[config.mk]
export PLATFORM = sky130hd
export DESIGN_NAME = mem_bus_responder
export DESIGN_NICKNAME = d
export VERILOG_FILES = /design/src/rtl/mem_bus_responder.sv
export SDC_FILE = /design/constraint.sdc
export NUM_CORES = 1
export LEC_CHECK = 0
export CORE_ASPECT_RATIO = 1.4
export CORE_MARGIN = 5
export CORE_UTILIZATION = 30
export DETAILED_ROUTE_END_ITERATION = 10
export GPL_TIMING_DRIVEN = 0
export PLACE_DENSITY_LB_ADDON = 0.3
export SYNTH_ARGS = -nofsm -noshare
export SYNTH_HDL_FRONTEND = slang
export SYNTH_SLANG_ARGS = --single-unit
[constraint.sdc]
create_clock -name clk -period 4.2 [get_ports clk]
set_input_delay 0.42 -clock clk [delete_from_list [all_inputs] [get_ports clk]]
set_output_delay 0.42 -clock clk [all_outputs]
set_load 0.02 [all_outputs]
[src/rtl/mem_bus_responder.sv]
// Memory-side responder for the dcache/uncache request bus: serializes read and
// write requests into word accesses on a 1-cycle-latency single-port SRAM.
module mem_bus_responder #(
  parameter int LINE_WORDS = 4,
  parameter int MEM_AW     = 12
) (
  input  logic                     clk,
  input  logic                     rst,
  input  logic                     rd_req,
  input  logic [2:0]               rd_type,
  input  logic [31:0]              rd_addr,
  output logic                     rd_rdy,
  output logic                     ret_valid,
  output logic                     ret_last,
  output logic [31:0]              ret_data,
  input  logic                     wr_req,
  input  logic [2:0]               wr_type,
  input  logic [31:0]              wr_addr,
  input  logic [3:0]               wr_wstrb,
  input  logic [32*LINE_WORDS-1:0] wr_data,
  output logic                     wr_rdy,
  output logic                     mem_en,
  output logic [3:0]               mem_we,
  output logic [MEM_AW-1:0]        mem_addr,
  output logic [31:0]              mem_wdata,
  input  logic [31:0]              mem_rdata
);

  localparam int OW = $clog2(LINE_WORDS);
  localparam int CW = OW + 1;
  localparam logic [2:0]    TYPE_LINE = 3'b100;
  localparam logic [CW-1:0] LINE_CNT  = CW'(LINE_WORDS);
  localparam logic [CW-1:0] ONE_CNT   = CW'(1);

  typedef enum logic [1:0] {
    IDLE,
    RD,
    WR
  } state_e;

  state_e            state_q, state_d;
  logic [CW-1:0]     cnt_q, cnt_d;
  logic [CW-1:0]     beats_q, beats_d;
  logic [MEM_AW-1:0] base_q, base_d;
  logic [3:0]        we_q, we_d;
  logic [31:0]       words_q [LINE_WORDS];
  logic [31:0]       words_d [LINE_WORDS];

  logic              rdLine, wrLine;
  logic [MEM_AW-1:0] rdIdx, wrIdx, rdBase, wrBase;
  logic              rdIssue, wrIssue;
  logic              unusedAddrBits;

  // Byte addresses become word indices; line requests drop the in-line offset.
  assign rdIdx  = rd_addr[MEM_AW+1:2];
  assign wrIdx  = wr_addr[MEM_AW+1:2];
  assign rdLine = (rd_type == TYPE_LINE);
  assign wrLine = (wr_type == TYPE_LINE);
  assign rdBase = rdLine ? {rdIdx[MEM_AW-1:OW], {OW{1'b0}}} : rdIdx;
  assign wrBase = wrLine ? {wrIdx[MEM_AW-1:OW], {OW{1'b0}}} : wrIdx;

  assign unusedAddrBits = ^{rd_addr[31:MEM_AW+2], rd_addr[1:0],
                            wr_addr[31:MEM_AW+2], wr_addr[1:0]};

  always_ff @(posedge clk or posedge rst) begin
    if (rst) begin
      state_q <= IDLE;
      cnt_q   <= '0;
      beats_q <= '0;
      base_q  <= '0;
      we_q    <= '0;
      for (int i = 0; i < LINE_WORDS; i++) begin
        words_q[i] <= '0;
      end
    end else begin
      state_q <= state_d;
      cnt_q   <= cnt_d;
      beats_q <= beats_d;
      base_q  <= base_d;
      we_q    <= we_d;
      words_q <= words_d;
    end
  end

  // Writes win a simultaneous arrival so a dirty-line writeback precedes its refill.
  always_comb begin
    state_d = state_q;
    cnt_d   = cnt_q;
    beats_d = beats_q;
    base_d  = base_q;
    we_d    = we_q;
    words_d = words_q;
    case (state_q)
      IDLE: begin
        if (wr_req) begin
          state_d = WR;
          cnt_d   = '0;
          beats_d = wrLine ? LINE_CNT : ONE_CNT;
          base_d  = wrBase;
          we_d    = wrLine ? 4'hF : wr_wstrb;
          for (int i = 0; i < LINE_WORDS; i++) begin
            words_d[i] = wr_data[32*i +: 32];
          end
        end else if (rd_req) begin
          state_d = RD;
          cnt_d   = '0;
          beats_d = rdLine ? LINE_CNT : ONE_CNT;
          base_d  = rdBase;
        end
      end
      RD: begin
        cnt_d = cnt_q + ONE_CNT;
        if (cnt_q == beats_q) begin
          state_d = IDLE;
          cnt_d   = '0;
        end
      end
      WR: begin
        cnt_d = cnt_q + ONE_CNT;
        if (cnt_q == beats_q - ONE_CNT) begin
          state_d = IDLE;
          cnt_d   = '0;
        end
      end
      default: begin
        state_d = IDLE;
        cnt_d   = '0;
      end
    endcase
  end

  // Reads issue on counts 0..N-1 and return on 1..N, one cycle behind the SRAM.
  always_comb begin
    rd_rdy    = 1'b0;
    wr_rdy    = 1'b0;
    rdIssue   = 1'b0;
    wrIssue   = 1'b0;
    mem_en    = 1'b0;
    mem_we    = 4'h0;
    mem_addr  = '0;
    mem_wdata = '0;
    ret_valid = 1'b0;
    ret_last  = 1'b0;
    ret_data  = '0;
    if (!rst) begin
      wr_rdy    = (state_q == IDLE);
      rd_rdy    = (state_q == IDLE) && !wr_req;
      rdIssue   = (state_q == RD) && (cnt_q < beats_q);
      wrIssue   = (state_q == WR);
      mem_en    = rdIssue || wrIssue;
      ret_valid = (state_q == RD) && (cnt_q != '0);
      ret_last  = ret_valid && (cnt_q == beats_q);
      if (mem_en) begin
        mem_addr = base_q + MEM_AW'(cnt_q);
      end
      if (wrIssue) begin
        mem_we    = we_q;
        mem_wdata = words_q[cnt_q[OW-1:0]];
      end
      if (ret_valid) begin
        ret_data = mem_rdata;
      end
    end
  end

endmodule

==> impl_metrics.csv <==
group,metric,value,unit
synthesis,synth_cell_types,44,
synthesis,netlist_area,0.00754,sq mm
layout,design.final.nets,1118,
power_and_ir_drop,powerDensity,603,mW/mm^2
route,wl_per_cell,19.2,um
synthesis,ys_async_sr_fraction,1.00,
place,dp_hpwl,17800,um
global_route,antenna_found_initial,1,
sta,layout_min_cycle_time,3.81,ns
clock_network,clk_latency,0.42,ns
global_route,grtUsageMet3,0.0404,
critical_path,crit_type,"flip-flop to primary output",
critical_path,path_cells,"buf_6, buf_2, inv_1, ha_1, a21oi_1, clkbuf_1, and2_1, clkdlybuf4s50_1",
sta,rsz0062_at_grt,"false",
layout,fill_cells,2317,
global_route,met1_usage,0.171,
sta,finalSetupViolations,0,
clock_network,ctsHtreeMaxLevel,4,
synthesis,syn_inst,565,
critical_path,cp_slowest_cell,"clkdlybuf4s50_1",
sta,max_clock_freq,0.262,GHz
critical_path,cp.required,3.78,ns
clock_network,post_cts_resized,0,
layout,fin_util,0.461,
die,placementRows,68,
synthesis,syn-num-nets,814,
synthesis,synthFlopType,"dfrtp_1",
layout,multi_input_area,0.00353,sq mm
die,ios,323,
sta,whs,0.468,ns
outcome,status,"complete, no violations",
hold_path,worstHoldPathType,"flip-flop to flip-flop",
power_and_ir_drop,p_leak,0.00461,uW
route,dr.pass1.iters,4,
global_route,grt_pass1_vias,6227,
route,drcViolationCount,0,
critical_path,end_kind,"primary output",
flow_run,cap_violations,0,
global_route,grt_remaining_overflow,0,
critical_path,path_delay_family,"buffers and inverters",
die,start_util,0.305,
place,dpl_cell_area,0.0108,sq mm
synthesis,synth_seq_cells,151,
synthesis,avgSynthCellArea,13.4,sq um
global_route,grtUsageMet2,0.303,
power_and_ir_drop,vdd_drop_max,0.000311,V
sta,period_share,0.908,
layout,register_area,0.00378,sq mm
die,dieHeight,198,um
route,ant_nets,0,
place,gp_congestion,0.807,
sta,final_hold_viol_count,0,
die,core,0.0248,sq mm
global_route,top_usage_layer,"met2",
layout,postLayoutCellArea,0.0114,sq mm
sta,fin_skew,0.0111,ns
place,portBuffers,281,
clock_network,cts_root_buffer,"clkbuf_16",
sta,finalSetupTns,0,ns
die,die_w,144,um
route,vias,5634,
clock_network,cts_tree,"built",
route,route.final.wire_length,22900,um
critical_path,crit_buf_inv,5,
synthesis,synth_warnings,0,
critical_path,cp_max_fo,10,
critical_path,start_kind,"flip-flop",
synthesis,ys_seq_area_frac,0.501,
sta,slew_headroom,0.515,
global_route,gr-usage-all-layers,0.161,
clock_network,clock_path_buffers,2,
sta,maxSlewViolCount,0,
clock_network,cts_hold_buf,0,
global_route,grt_start_max_net_pins,39,
synthesis,synth_edf_count,0,
clock_network,cts_setup_buffers,0,
route,drt-initial-drc-count,183,
die,die_area,0.0285,sq mm
sta,tightest_slew,0.727,ns
layout,areaGrowthSynthToFinish,51.4,%
critical_path,crit_arrival,3.39,ns
layout,drive_above_1_share,0.258,
clock_network,cts_sinks,151,
global_route,grt_pass1_wl,34600,um
clock_network,cts_buffers,17,
critical_path,critPathMaxStageDelay,0.62,ns
route,viasPerCell,4.71,
clock_network,cts.clk_slew.worst_paths,0.05,ns
==> path summary, 6_finish.rpt <==
check                                startpoint                       end  slack [ns]  cells past startpoint
hold / removal              we_q[1]$_DFFE_PP0P_       we_q[1]$_DFFE_PP0P_        0.47                      2
setup reg to reg           cnt_q[0]$_DFFE_PP0P_      cnt_q[2]$_DFFE_PP0P_        1.93                      8
setup / recovery           cnt_q[1]$_DFFE_PP0P_              ret_data[11]        0.39                      8
max in group asynchronous                   rst  words_q[112]$_DFFE_PP0P_        2.77                      4
hold reg to reg             we_q[1]$_DFFE_PP0P_       we_q[1]$_DFFE_PP0P_        0.47                      2
min in group asynchronous                   rst   words_q[64]$_DFFE_PP0P_        0.55                      2
==> worst min-delay path: cells and delay by family, from the launching register on <==
kind	cells	cell delay [ns]
AO/OA/AOI/OAI	1	0.06
flip-flops	1	0.33
AND/OR/NAND/NOR	1	0.04
==> state kept, by name, summed over array words and instances, names as in the netlist <==
register  flops
words_q     128
base_q       12
we_q          4
cnt_q         3
beats_q       2
state_q       2
==> layout by cell type (no fill, tap or decap), types with 3 or more instances in the layout <==
| cell | instances |
|---|---|
| a21o_1 | 3 |
| a21oi_1 | 6 |
| and2_1 | 68 |
| buf_12 | 4 |
| buf_2 | 23 |
| buf_6 | 4 |
| bufinv_16 | 3 |
| clkbuf_1 | 8 |
| clkbuf_16 | 17 |
| clkdlybuf4s50_1 | 281 |
| clkinv_2 | 3 |
| clkinvlp_4 | 4 |
| dfrtp_1 | 151 |
| ha_1 | 10 |
| inv_1 | 9 |
| mux2_2 | 128 |
| mux2i_1 | 10 |
| mux4_2 | 32 |
| nand2_1 | 20 |
| nand3_1 | 4 |
| nor2_1 | 17 |
| nor2b_1 | 7 |
| nor3_1 | 3 |
| o21ai_0 | 21 |
| xnor2_1 | 6 |
==> cell families after synthesis <==
group           Yosys count  synth area share
mux                     171             0.302
flops                   151             0.501
simple gates            136             0.103
buf+inv                  45            0.0307
compound gates           43            0.0345
fa+ha+maj                11            0.0192
xor+xnor                  8           0.00929
==> metrics by stage <==
| step | total power (uW) | worst slack [ns] | std cells |
|---|---|---|---|
| after detailed placement | 5430 | 0.695 | 1165 |
| after floorplan | 4450 | 1.88 | 565 |
| final | 6880 | 0.388 | 1196 |
| after global placement | 5350 | 0.271 | 1161 |
| after CTS | 7000 | 0.231 | 1194 |
| after global routing | 7340 | 0.141 | 1195 |
==> cell type report <==
| type | count | share of cell area |
|---|---|---|
| Timing Repair Buffer | 285 | 0.253 |
| Clock buffer | 20 | 0.0400 |
| Tap cell | 315 | 0.0345 |
| Inverter | 10 | 0.00361 |
| Buffer | 35 | 0.0170 |
| Antenna cell | 2 | 0.000438 |
| Multi-Input combinational cell | 369 | 0.309 |
| Sequential cell | 151 | 0.331 |
| Clock inverter | 9 | 0.0112 |
==> cells in the mapped netlist (2+ instances only) <==
cell type | number | share of area
nand2_1 | 20 | 0.010
mux4_2 | 32 | 0.096
o21ai_0 | 21 | 0.014
mux2i_1 | 10 | 0.013
nor2_1 | 17 | 0.0085
xor2_1 | 2 | 0.0023
nor2b_1 | 7 | 0.0058
xnor2_1 | 6 | 0.0070
a22oi_1 | 2 | 0.0020
nand3b_1 | 2 | 0.0020
nor4b_1 | 2 | 0.0023
or3_1 | 2 | 0.0017
a22o_1 | 2 | 0.0023
nand4_1 | 2 | 0.0017
inv_1 | 10 | 0.0050
buf_2 | 23 | 0.015
nand2b_1 | 2 | 0.0017
a211o_1 | 2 | 0.0023
a21oi_1 | 6 | 0.0040
mux2_2 | 128 | 0.19
nor3b_1 | 2 | 0.0020
nor3_1 | 3 | 0.0020
dfrtp_1 | 151 | 0.50
clkbuf_1 | 7 | 0.0035
and2_1 | 68 | 0.056
ha_1 | 10 | 0.017
a21o_1 | 3 | 0.0030
buf_6 | 4 | 0.0060
nand3_1 | 4 | 0.0027
==> power breakdown <==
group	internal, uW	leakage (uW)	switching, uW
registers	2190	0.00179	394
clock network	952	0.000280	586
logic	1630	0.00254	1130
total	4770	0.00461	2110
==> routing by layer <==
| metal | wire length (um) | vias to the layer above |
|---|---|---|
| met5 | 0 | - |
| met3 | 1660 | 28 |
| met2 | 12600 | 187 |
| li1 | - | 2611 |
| met1 | 8170 | 2808 |
| met4 | 478 | 0 |
Power figures use the tool's default switching activity.
